File: config.mk
export PLATFORM = sky130hd
export DESIGN_NAME = wbc_bus_scheduler
export DESIGN_NICKNAME = d
export VERILOG_FILES = /design/src/rtl/wbc_pkg.sv /design/src/rtl/wbc_rr_select.sv /design/src/rtl/wbc_bus_scheduler.sv
export SDC_FILE = /design/constraint.sdc
export NUM_CORES = 1
export LEC_CHECK = 0
export BUFFER_PORTS_ARGS = -buffer_cell sky130_fd_sc_hd__buf_4
export CAP_MARGIN = 30
export CORE_ASPECT_RATIO = 0.8
export CORE_UTILIZATION = 63
export DETAILED_ROUTE_END_ITERATION = 8
export HOLD_SLACK_MARGIN = 0.08
export PLACE_DENSITY_LB_ADDON = 0.3
export SETUP_SLACK_MARGIN = 0.5
export SLEW_MARGIN = 10
export SYNTH_ARGS = -nofsm -noshare
export SYNTH_HDL_FRONTEND = slang
export SYNTH_SLANG_ARGS = --single-unit
File: constraint.sdc
create_clock -name clk_i -period 10 [get_ports clk_i]
set_clock_uncertainty 0.1 [all_clocks]
set_input_delay 2 -clock clk_i [delete_from_list [all_inputs] [get_ports clk_i]]
set_output_delay 2 -clock clk_i [all_outputs]
set_load 0.02 [all_outputs]
File: src/rtl/wbc_pkg.sv
// wbc_pkg: shared constants, master indices and state encoding
// for the WISHBONE control-bus scheduler.
package wbc_pkg;

    localparam int NUM_MASTERS_DEF    = 5;
    localparam int TIMEOUT_CYCLES_DEF = 1024;

    localparam int PCIC  = 0;
    localparam int TURFC = 1;
    localparam int HKMC  = 2;
    localparam int WBVIO = 3;
    localparam int DMAD  = 4;

    typedef enum logic [1:0] {
        S_IDLE,
        S_GRANT,
        S_ABORT,
        S_DRAIN
    } wbc_state_e;

endpackage

File: src/rtl/wbc_rr_select.sv
// wbc_rr_select: round-robin pick of the first requester after
// the rotation pointer, wrapping modulo N.
module wbc_rr_select
    import wbc_pkg::*;
#(
    parameter int N  = NUM_MASTERS_DEF,
    parameter int PW = (N > 1) ? $clog2(N) : 1
) (
    input  logic [N-1:0]  req,
    input  logic [PW-1:0] ptr,
    output logic [N-1:0]  pick,
    output logic          valid
);

    logic [PW-1:0] idx;

    always_comb begin
        pick  = '0;
        valid = 1'b0;
        idx   = ptr;
        for (int i = 0; i < N; i++) begin
            idx = (idx == PW'(N - 1)) ? '0 : idx + PW'(1);
            if (!valid && req[idx]) begin
                pick[idx] = 1'b1;
                valid     = 1'b1;
            end
        end
    end

endmodule

File: src/rtl/wbc_bus_scheduler.sv
// wbc_bus_scheduler: round-robin owner of the shared control bus
// with a stalled-strobe watchdog that aborts and drains hung tenures.
module wbc_bus_scheduler
    import wbc_pkg::*;
#(
    parameter int NUM_MASTERS    = NUM_MASTERS_DEF,
    parameter int TIMEOUT_CYCLES = TIMEOUT_CYCLES_DEF,
    parameter int CNT_W          = 16
) (
    input  logic                   clk_i,
    input  logic                   rst_n_i,
    input  logic [NUM_MASTERS-1:0] cyc_i,
    input  logic                   stb_i,
    input  logic                   ack_i,
    input  logic                   err_i,
    input  logic                   rty_i,
    output logic [NUM_MASTERS-1:0] gnt_o,
    output logic                   bus_kill_o,
    output logic                   timeout_err_o,
    output logic [CNT_W-1:0]       timeout_cnt_o,
    output logic [NUM_MASTERS-1:0] timeout_gnt_o
);

    localparam int PW = (NUM_MASTERS > 1) ? $clog2(NUM_MASTERS) : 1;
    localparam int TW = (TIMEOUT_CYCLES > 1) ? $clog2(TIMEOUT_CYCLES) : 1;
    localparam bit WD_EN = (TIMEOUT_CYCLES != 0);
    localparam logic [TW-1:0] WD_LAST =
        TW'(WD_EN ? TIMEOUT_CYCLES - 1 : 0);

    wbc_state_e state_q;
    wbc_state_e state_d;

    logic [NUM_MASTERS-1:0] gnt_d;
    logic [NUM_MASTERS-1:0] tgnt_d;
    logic [NUM_MASTERS-1:0] pick;
    logic [PW-1:0]          ptr_q;
    logic [PW-1:0]          ptr_d;
    logic [PW-1:0]          pick_idx;
    logic [TW-1:0]          wd_q;
    logic [TW-1:0]          wd_d;
    logic [CNT_W-1:0]       cnt_d;
    logic                   pick_vld;
    logic                   own_cyc;
    logic                   term;
    logic                   rearb;

    wbc_rr_select #(
        .N  (NUM_MASTERS),
        .PW (PW)
    ) u_sel (
        .req   (cyc_i),
        .ptr   (ptr_q),
        .pick  (pick),
        .valid (pick_vld)
    );

    always_comb begin
        pick_idx = '0;
        for (int i = 0; i < NUM_MASTERS; i++) begin
            if (pick[i]) pick_idx = PW'(i);
        end
    end

    assign own_cyc       = |(gnt_o & cyc_i);
    assign term          = ack_i | err_i | rty_i;
    assign timeout_err_o = (state_q == S_ABORT);
    assign bus_kill_o    = (state_q == S_ABORT) || (state_q == S_DRAIN);

    always_comb begin
        state_d = state_q;
        gnt_d   = gnt_o;
        ptr_d   = ptr_q;
        wd_d    = '0;
        cnt_d   = timeout_cnt_o;
        tgnt_d  = timeout_gnt_o;
        rearb   = 1'b0;
        unique case (state_q)
            S_IDLE: rearb = 1'b1;
            S_GRANT: begin
                if (!own_cyc) begin
                    rearb = 1'b1;
                end else if (WD_EN && stb_i && !term) begin
                    if (wd_q == WD_LAST) state_d = S_ABORT;
                    else wd_d = wd_q + TW'(1);
                end
            end
            S_ABORT: begin
                state_d = S_DRAIN;
                tgnt_d  = gnt_o;
                if (!(&timeout_cnt_o)) cnt_d = timeout_cnt_o + CNT_W'(1);
            end
            // slave is already killed, so late terminations are ignored
            S_DRAIN: rearb = !own_cyc;
            default: ;
        endcase
        if (rearb) begin
            gnt_d   = pick;
            state_d = pick_vld ? S_GRANT : S_IDLE;
            if (pick_vld) ptr_d = pick_idx;
        end
    end

    always_ff @(posedge clk_i or negedge rst_n_i) begin
        if (!rst_n_i) begin
            state_q       <= S_IDLE;
            gnt_o         <= '0;
            ptr_q         <= PW'(NUM_MASTERS - 1);
            wd_q          <= '0;
            timeout_cnt_o <= '0;
            timeout_gnt_o <= '0;
        end else begin
            state_q       <= state_d;
            gnt_o         <= gnt_d;
            ptr_q         <= ptr_d;
            wd_q          <= wd_d;
            timeout_cnt_o <= cnt_d;
            timeout_gnt_o <= tgnt_d;
        end
    end

endmodule

==> impl_metrics.ini <==
[finish]
nNetsFinal = 381
layout_common_cells = 40 x dfrtp_1, 39 x buf_4, 35 x nand2_1, 30 x nor2_1, 25 x nand3_1
final_layout_size_suffix_gt1_frac = 0.201
antenna_cells = 0
areaGrowthSynthToFinish_pct = 12.8
final_common_cell = dfrtp_1
fillers = 326

[setup_path]
start_kind = flip-flop
crit_chain = inv_1 > ha_1 > inv_1 > ha_1 > o21ai_1 > a22o_1 > mux4_2 > nand2_1 > nand2_1 > or3_4 > nor2b_2 > nand4_1 > a31oi_1 > a211o_1
slowest_stage = dfrtp_1
crit_fanout = 14
r2r_cells = 14
worstSetupPathDepth = 14
cp_top_family = simple AND/OR/NAND/NOR gates
cpPeakStageDelay_ns = 0.63
critical_path_class = flip-flop to flip-flop
r2r_start = ptr_q[0]
rrSetupSlack_ns = 5.46
crit_start = ptr_q[0]
end_kind = flip-flop
critPathArrivalTime_ns = 4.67
timing.critical_path.buf_inv = 2
endpoint = ptr_q[0]
timing.rr.end = ptr_q[0]
crit_required_ns = 10.13

[timing]
hold_viol = 0
fin_crit_ns = 4.54
slew-limit-headroom = 0.428
fin_crit_sh = 0.454
setup_viol = 0
tightest_slew_ns = 0.858
rsz0062_at_grt = false
tns_ns = 0
whs_ns = 0.387
max_freq_mhz = 220
finalWorstSetupSlack_ns = 5.46
report.final.slew_viol_count = 0

[synth]
yosysSeqAreaShare = 0.351
synth_fp_nets = 350
syn-cell-area_sq_um = 2920
yosysUniqueCellTypes = 73
synth-main-ff-cell = dfrtp_1
synth_area_per_cell_sq_um = 8.83
async_reset_ff_frac = 1.00
netlist_instances = 331
synth-seq-cells = 41
yosys_warnings = 0
synth_edf_count = 0

[clock_network]
cts_sinks = 41
ctsResizeCount = 0
clk_path_buf_depth = 2
clkTransAtPathRegs_ns = 0.08
h-tree-depth = 2
cts-hold-fix-buffers = 0
cts_made_buffers = 5
clkLatencyLatePin_ns = 0.29
cts_tree = done
clockRootBuffer = clkbuf_8
post_cts_buffers = 0

[detailed_routing]
viasPerCell = 6.47
drc = 0
wl_per_cell_um = 17.2
drt-initial-drc-count = 288
drt-pass1-iter-count = 5
num_vias = 2718
drt-total-wl_mm = 7.21
ant_nets = 0

[placement]
place_congestion = 0.983
post-place-ws_ns = 5.30
place_hpwl_mm = 5.54
portBuffers = 38

[grt]
grt_antenna_before_repair = 0
grt.overflow.total = 0
grt_max_degree = 42
grt_usage = 0.323
grt_pass1_vias = 2618
grt_pass1_wl_mm = 12.5

[die]
core-area_sq_um = 4310
chipWidth_um = 78.2
die_h_um = 62.9
rows = 21
dieArea_sq_um = 4920
initial_utilization = 0.678
io_pins = 39

[run]
cap_violations = 0

[worst_hold_path]
hold_start = timeout_gnt_o[1]
min_path_type = flip-flop to flip-flop

[run_status]
status = completed
## Yosys cell counts, drive strengths merged, types with 3 or more instances
cell / n / area (sq um)
nand4: 8 / 50.1
mux2: 3 / 37.5
a31oi: 5 / 31.3
clkbuf: 8 / 30.0
mux2i: 6 / 60.1
nor4: 5 / 31.3
xor2: 10 / 87.6
or3: 3 / 23.8
nand2: 35 / 131
a211oi: 4 / 35.0
a21o: 7 / 52.6
o211ai: 3 / 22.5
nor3: 9 / 50.1
or2: 3 / 18.8
a22oi: 4 / 35.0
o31ai: 4 / 35.0
o21ai: 9 / 45.0
nor2b: 7 / 46.3
xnor2: 13 / 114
and3: 6 / 42.5
a21oi: 13 / 68.8
nor2: 32 / 125
ha: 8 / 100
nand3: 26 / 135
o32a: 3 / 43.8
buf: 7 / 45.0
dfrtp: 40 / 1000
inv: 14 / 52.6
## worst min path at each step
stage / end / slack (ns) / cells past startpoint
after floorplan: wd_q[0] / 0.35 / 1
after global placement: timeout_gnt_o[1] / 0.36 / 2
after detailed placement: timeout_gnt_o[1] / 0.37 / 2
after CTS: timeout_gnt_o[1] / 0.39 / 2
after global routing: timeout_cnt_o[4] / 0.43 / 1
final: timeout_gnt_o[1] / 0.39 / 2
## final cells by class
cell class | count | area (sq um) | share of cell area
clock inverters | 3 | 17.5 | 0.00531
repair buffers | 39 | 293 | 0.0888
well taps | 57 | 71.3 | 0.0216
clock buffers | 5 | 68.8 | 0.0209
flip-flops and latches | 41 | 1030 | 0.311
inverters | 15 | 56.3 | 0.0171
multi-input cells | 260 | 1760 | 0.535
## cell families after synthesis
family          count (synthesis)  synth area share
compound gates                 72             0.190
xor+xnor                       23            0.0689
fa+ha+maj                       8            0.0342
buf+inv                        30            0.0449
flops                          41             0.351
mux                            11            0.0488
simple gates                  146             0.261
## per-stage QoR
| step | util | cells | cell area, sq um |
|---|---|---|---|
| after global placement | 0.745 | 412 | 3210 |
| after global routing | 0.765 | 420 | 3300 |
| after CTS | 0.765 | 420 | 3300 |
| after floorplan | - | 331 | 2920 |
| final | 0.765 | 420 | 3300 |
| after detailed placement | 0.745 | 412 | 3210 |
## registers in the layout (all words and copies together) (netlist names)
signal	count
timeout_cnt_o	16
ptr_q	3
state_q	2
timeout_gnt_o	5
wd_q	10
gnt_o	5
## worst register-to-register path, cell delays in order (launching register included)
cell,delay (ns)
dfrtp_1,0.63
inv_1,0.23
ha_1,0.46
inv_1,0.14
ha_1,0.23
o21ai_1,0.15
a22o_1,0.52
mux4_2,0.62
nand2_1,0.13
nand2_1,0.13
or3_4,0.45
nor2b_2,0.21
nand4_1,0.14
a31oi_1,0.22
a211o_1,0.13
## layer usage
| metal | global-route usage | up-vias | share of wire |
|---|---|---|---|
| met5 | 0 | - | 0 |
| met4 | 0.0625 | 0 | 0.0067 |
| met3 | 0.0715 | 10 | 0.096 |
| met1 | 0.483 | 1294 | 0.46 |
| met2 | 0.480 | 142 | 0.44 |
| li1 | - | 1272 | - |
Power is left out: the tool's default activity adds up to more than one toggle a clock period on the data nets, which glitch-free logic cannot reach.
